File: config.mk
export PLATFORM = sky130hd
export DESIGN_NAME = frame_rx
export DESIGN_NICKNAME = d
export VERILOG_FILES = /design/src/rtl/frame_rx_pkg.sv /design/src/rtl/frame_timer.sv /design/src/rtl/frame_rx.sv
export SDC_FILE = /design/constraint.sdc
export NUM_CORES = 1
export LEC_CHECK = 0
export BUFFER_PORTS_ARGS = -buffer_cell sky130_fd_sc_hd__buf_2
export CAP_MARGIN = 20
export CORE_ASPECT_RATIO = 1.25
export CORE_MARGIN = 10
export CORE_UTILIZATION = 50
export DETAILED_ROUTE_END_ITERATION = 6
export PLACE_DENSITY = 0.72
export SYNTH_ARGS = -nofsm -noshare
export SYNTH_HDL_FRONTEND = slang
export SYNTH_SLANG_ARGS = --single-unit
File: constraint.sdc
create_clock -name clk -period 3.2 [get_ports clk]
set_clock_uncertainty 0.1 [all_clocks]
set_input_delay 0.16 -clock clk [delete_from_list [all_inputs] [get_ports clk]]
set_output_delay 0.16 -clock clk [all_outputs]
set_load 0.02 [all_outputs]
File: src/rtl/frame_rx_pkg.sv
// frame_rx_pkg: shared frame constants, state enum and frame array type for frame_rx and the segment decoder
package frame_rx_pkg;
  localparam int FRAME_LEN = 20;
  localparam logic [7:0] SYNC_BYTE = 8'hA5;
  typedef enum logic [1:0] {HUNT, PAYLOAD, CHECK} state_t;
  typedef logic [FRAME_LEN-1:0][7:0] frame_t;
endpackage

File: src/rtl/frame_timer.sv
// frame_timer: idle-cycle counter; clk/rst_n, clear and enable in, one-cycle expired pulse out (suppressed by clear)
module frame_timer #(
  parameter int TIMEOUT_CYCLES = 1000
) (
  input  logic clk,
  input  logic rst_n,
  input  logic clear,
  input  logic enable,
  output logic expired
);
  localparam int CW = $clog2(TIMEOUT_CYCLES + 1);
  logic [CW-1:0] cnt;
  assign expired = enable && !clear && cnt == CW'(TIMEOUT_CYCLES - 1);
  always_ff @(posedge clk or negedge rst_n)
    if (!rst_n) cnt <= '0;
    else cnt <= (clear || expired) ? '0 : enable ? cnt + 1'b1 : cnt;
endmodule

File: src/rtl/frame_rx.sv
// frame_rx: sync/checksum frame receiver; in_byte/in_valid in, data (last good payload), frame_valid, frame_stb, err_stb out
module frame_rx #(
  parameter int FRAME_LEN      = frame_rx_pkg::FRAME_LEN,
  parameter int TIMEOUT_CYCLES = 1000
) (
  input  logic                      clk,
  input  logic                      rst_n,
  input  logic [7:0]                in_byte,
  input  logic                      in_valid,
  output logic [FRAME_LEN-1:0][7:0] data,
  output logic                      frame_valid,
  output logic                      frame_stb,
  output logic                      err_stb
);
  import frame_rx_pkg::*;
  localparam int IW = $clog2(FRAME_LEN);
  state_t                    state;
  logic [IW-1:0]             idx;
  logic [7:0]                acc;
  logic [FRAME_LEN-1:0][7:0] shadow;
  logic                      expired;
  frame_timer #(.TIMEOUT_CYCLES(TIMEOUT_CYCLES)) u_timer (
    .clk    (clk),
    .rst_n  (rst_n),
    .clear  (in_valid || state == HUNT),
    .enable (state != HUNT),
    .expired(expired)
  );
  always_ff @(posedge clk or negedge rst_n)
    if (!rst_n) begin
      state       <= HUNT;
      idx         <= '0;
      acc         <= '0;
      shadow      <= '0;
      data        <= '0;
      frame_valid <= 1'b0;
      frame_stb   <= 1'b0;
      err_stb     <= 1'b0;
    end else begin
      frame_stb <= 1'b0;
      err_stb   <= 1'b0;
      if (expired) begin
        state   <= HUNT;
        err_stb <= 1'b1;
      end else if (in_valid)
        case (state)
          HUNT:
            if (in_byte == SYNC_BYTE) begin
              state <= PAYLOAD;
              idx   <= '0;
              acc   <= '0;
            end
          PAYLOAD: begin
            shadow[idx] <= in_byte;
            acc         <= acc + in_byte;
            idx         <= idx + 1'b1;
            if (idx == IW'(FRAME_LEN - 1)) state <= CHECK;
          end
          CHECK: begin
            state <= HUNT;
            if (8'(acc + in_byte) == 8'h00) begin
              data        <= shadow;
              frame_valid <= 1'b1;
              frame_stb   <= 1'b1;
            end else err_stb <= 1'b1;
          end
          default: state <= HUNT;
        endcase
    end
endmodule

==> results.sh <==
export IMPL_outcome="finished, final reports clean"
export IMPL_cp_start_kind="flip-flop"
export IMPL_grt_max_degree=96
export IMPL_comb_power_share_pct=8.6
export IMPL_wirelength_met1_mm=13.4
export IMPL_place_hpwl_mm=19.2
export IMPL_start_util_pct=50.5
export IMPL_end_kind="flip-flop"
export IMPL_synth_seq_cells=348
export IMPL_postRouteWirelength_mm=30.1
export IMPL_path_class="flip-flop to flip-flop"
export IMPL_crit_chain="ha_1, fa_2, a211oi_2, nor2_1, xor2_1, nor4_2, or4b_4, buf_12, mux2_4"
export IMPL_fill_cells=2160
export IMPL_first_pass_iters=4
export IMPL_reg2regPathDepth=9
export IMPL_postRouteAntennaNets=0
export IMPL_ys_seq_area_share_pct=62.8
export IMPL_synth_fp_nets=879
export IMPL_register_area_um2=8710
export IMPL_post_route_min_period_ns=3.15
export IMPL_critical_path_arrival_ns=3.45
export IMPL_crit_path_max_incr_delay_ns=0.59
export IMPL_synth_compound_area_share_pct=1.46
export IMPL_grt_util_all_layers_pct=17.2
export IMPL_final_nets=1067
export IMPL_cts_tree="yes"
export IMPL_finalMaxSlewViolations=0
export IMPL_p_total_mw=9.37
export IMPL_crit_required_ns=3.50
export IMPL_placed_area_um2=15200
export IMPL_min_path_type="input pin to flip-flop"
export IMPL_synth_top_family_by_area="multiplexers"
export IMPL_clk_pin_slew_worst_paths_ns=0.06
export IMPL_insertion_delay_ns=0.52
export IMPL_power_frac_seq_pct=50.1
export IMPL_final_area_um2=16300
export IMPL_max_slew_margin_pct=39.9
export IMPL_die_y_um=206
export IMPL_post_drt_via_cell_ratio=5.33
export IMPL_synthMuxAreaShare_pct=28.5
export IMPL_layout_drive_gt1_share_pct=54.0
export IMPL_cts_buffers=35
export IMPL_p_leak_nw=9.04
export IMPL_clockRootBuffer="clkbuf_16"
export IMPL_hold_depth=3
export IMPL_critical_path_max_fanout=64
export IMPL_die_w_um=169
export IMPL_place_congestion=0.853
export IMPL_wl_met2_mm=14.8
export IMPL_htree_levels=2
export IMPL_grt_pass1_wl_mm=47.9
export IMPL_r2r_slack_ns=0.05
export IMPL_die_area_um2=34800
export IMPL_max_cap_violations=0
export IMPL_r2r_end="data[20]$_DFFE_PN0P_"
export IMPL_drtIter0Drc=349
export IMPL_clockPowerShare_pct=41.3
export IMPL_coreArea_um2=27500
export IMPL_switching_share_pct=24.0
export IMPL_power_switching_mw=2.25
export IMPL_overflow=0
export IMPL_clockBufferDepth=3
export IMPL_setup_viol=0
export IMPL_finalCritPeriodShare_pct=98.6
export IMPL_antenna_found_initial=0
export IMPL_yosys_warnings=0
export IMPL_grt_pass1_vias=8274
export IMPL_rows=68
export IMPL_avgSynthCellArea_um2=16.2
export IMPL_syn_instance_count=855
export IMPL_p_per_area_nw_per_um2=575
export IMPL_multi_input_area_um2=4900
export IMPL_highest_layer="met4"
export IMPL_yosysUniqueCellTypes=38
export IMPL_drc=0
export IMPL_p_int_mw=7.12
export IMPL_area_delta_synth_final_pct=17.5
export IMPL_irDropWorstVdd_v=0.000428
export IMPL_antenna_cells=0
export IMPL_synth_fa_ha_area_share_pct=1.23
export IMPL_wl_per_cell_um=21.2
export IMPL_io_pins=174
export IMPL_slowest_stage="or4b_4"
export IMPL_synth_xor_area_share_pct=1.07
export IMPL_synth_simple_gate_area_share_pct=3.01
export IMPL_vias=7560
export IMPL_hold_viol_final=0
export IMPL_r2r_start="acc[0]$_DFFE_PN0P_"
export IMPL_cts_sinks=348
export IMPL_io_buffers=173
export IMPL_routed_wl_met3_mm=1.46
export IMPL_fmax_ghz=0.317
export IMPL_holdPathEnd="acc[0]$_DFFE_PN0P_"
export IMPL_netlist_area_um2=13900
export IMPL_hp_start="in_byte[0]"
export IMPL_tightestPinTransition_ns=0.898
export IMPL_rsz0062_at_grt="yes"
==> cell families (layout without fill, tap and decap cells) <==
| group | after synthesis | in the layout |
|---|---|---|
| DFF | 348 | 348 |
| buffers and inverters | 49 | 263 |
| adders and majority gates | 13 | 13 |
| xor gates and xnor gates | 17 | 17 |
| muxes | 321 | 321 |
| and+or+nand+nor | 80 | 80 |
| AOI/OAI and AO/OA | 27 | 27 |
==> timing repair <==
action	in CTS	in global routing
endpoints found under the hold margin	97	0
hold buffers	2	0
setup buffers	0	1
resized for setup	0	3
setup endpoints to repair	0	123
==> through the flow <==
step	utilization, %	instances	setup TNS, ns	worst slack (ns)	hold WS (ns)
after global routing	59.3	1419	-1.63	-0.0624	0.0468
after global placement	55.1	1352	0	0.0909	0.157
after floorplan	-	855	0	0.192	-0.236
after CTS	59.1	1417	0	0.0253	0.0139
final	59.3	1419	0	0.0458	0.0536
after detailed placement	55.1	1352	0	0.0465	0.166
==> routing by layer <==
layer / track usage [%] / vias to the layer above
li1: - / 3397
met1: 22.4 / 3978
met5: 0 / -
met3: 3.96 / 34
met2: 28.6 / 151
met4: 4.30 / 0
==> registers in the layout (all words and copies together) (netlist names) <==
register and cells:
frame_valid 1, err_stb 1, acc 8, shadow 160, frame_stb 1, u_timer.cnt 10, data 160, state 2
idx 5
==> cell type report <==
class / count / area share (%)
flip-flops and latches: 348 / 53.5
clock buffers: 50 / 5.91
well taps: 350 / 2.69
multi-input cells: 458 / 30.1
repair buffers: 197 / 7.13
inverters: 3 / 0.0691
clock inverters: 13 / 0.676
==> how the worst max path moves through the flow <==
| stage | start | endpoint | slack [ns] | cells after the start |
|---|---|---|---|---|
| finish | acc[0]$_DFFE_PN0P_ | data[20]$_DFFE_PN0P_ | 0.05 | 9 |
| floorplan | acc[0]$_DFFE_PN0P_ | data[0]$_DFFE_PN0P_ | 0.19 | 11 |
| CTS | acc[0]$_DFFE_PN0P_ | data[123]$_DFFE_PN0P_ | 0.03 | 9 |
| global route | acc[0]$_DFFE_PN0P_ | data[19]$_DFFE_PN0P_ | -0.06 | 9 |
| detailed placement | acc[0]$_DFFE_PN0P_ | data[140]$_DFFE_PN0P_ | 0.05 | 9 |
| global placement | acc[0]$_DFFE_PN0P_ | data[138]$_DFFE_PN0P_ | 0.09 | 9 |
==> worst max-delay path: cells and delay by family, from the launching register on <==
kind / cells / cell delay, ns
xor+xnor: 1 / 0.16
fa+ha+maj: 2 / 0.60
simple gates: 3 / 0.89
flops: 1 / 0.38
buf+inv: 1 / 0.25
mux: 1 / 0.36
compound gates: 1 / 0.21
==> placed cells by master (no fill, tap or decap), drive strengths merged, types with 8 or more instances in the layout <==
cell type  count
nand3         15
buf          194
ha            12
nor2          25
xnor2         10
clkbuf        51
nand2         14
mux2         321
dfrtp        348
a22o           8
==> power groups by stage <==
stage	combinational, mW	sequential [mW]	clock (mW)
final	0.809	4.69	3.87
after global routing	0.906	4.71	4.16
after CTS	0.811	4.69	3.97
after detailed placement	0.808	4.77	0
after global placement	0.782	4.77	0
after floorplan	0.529	4.73	0
==> Yosys cell counts, drive strengths merged <==
cell,n,area share [%]
nor3,1,0.036
ha,12,1.1
nand4b,2,0.13
o21ai,2,0.072
a22o,8,0.51
o21bai,3,0.16
nor4,2,0.14
buf,18,1.1
a21o,2,0.11
or3,1,0.045
clkbuf,28,0.76
a31o,1,0.063
nor4b,2,0.13
or4b,2,0.14
nor2,25,0.68
xnor2,10,0.63
inv,3,0.081
or2,1,0.045
fa,1,0.14
nor2b,1,0.045
o31ai,2,0.11
mux2,321,28
a211oi,2,0.18
a31oi,1,0.045
dfrtp,348,63
nor3b,3,0.16
nand2b,2,0.090
and3,5,0.23
nand3b,3,0.16
nand2,14,0.38
a21oi,6,0.22
xor2,7,0.44
and3b,1,0.063
nand3,15,0.54
Note: power is estimated with default switching activity, not from simulation.
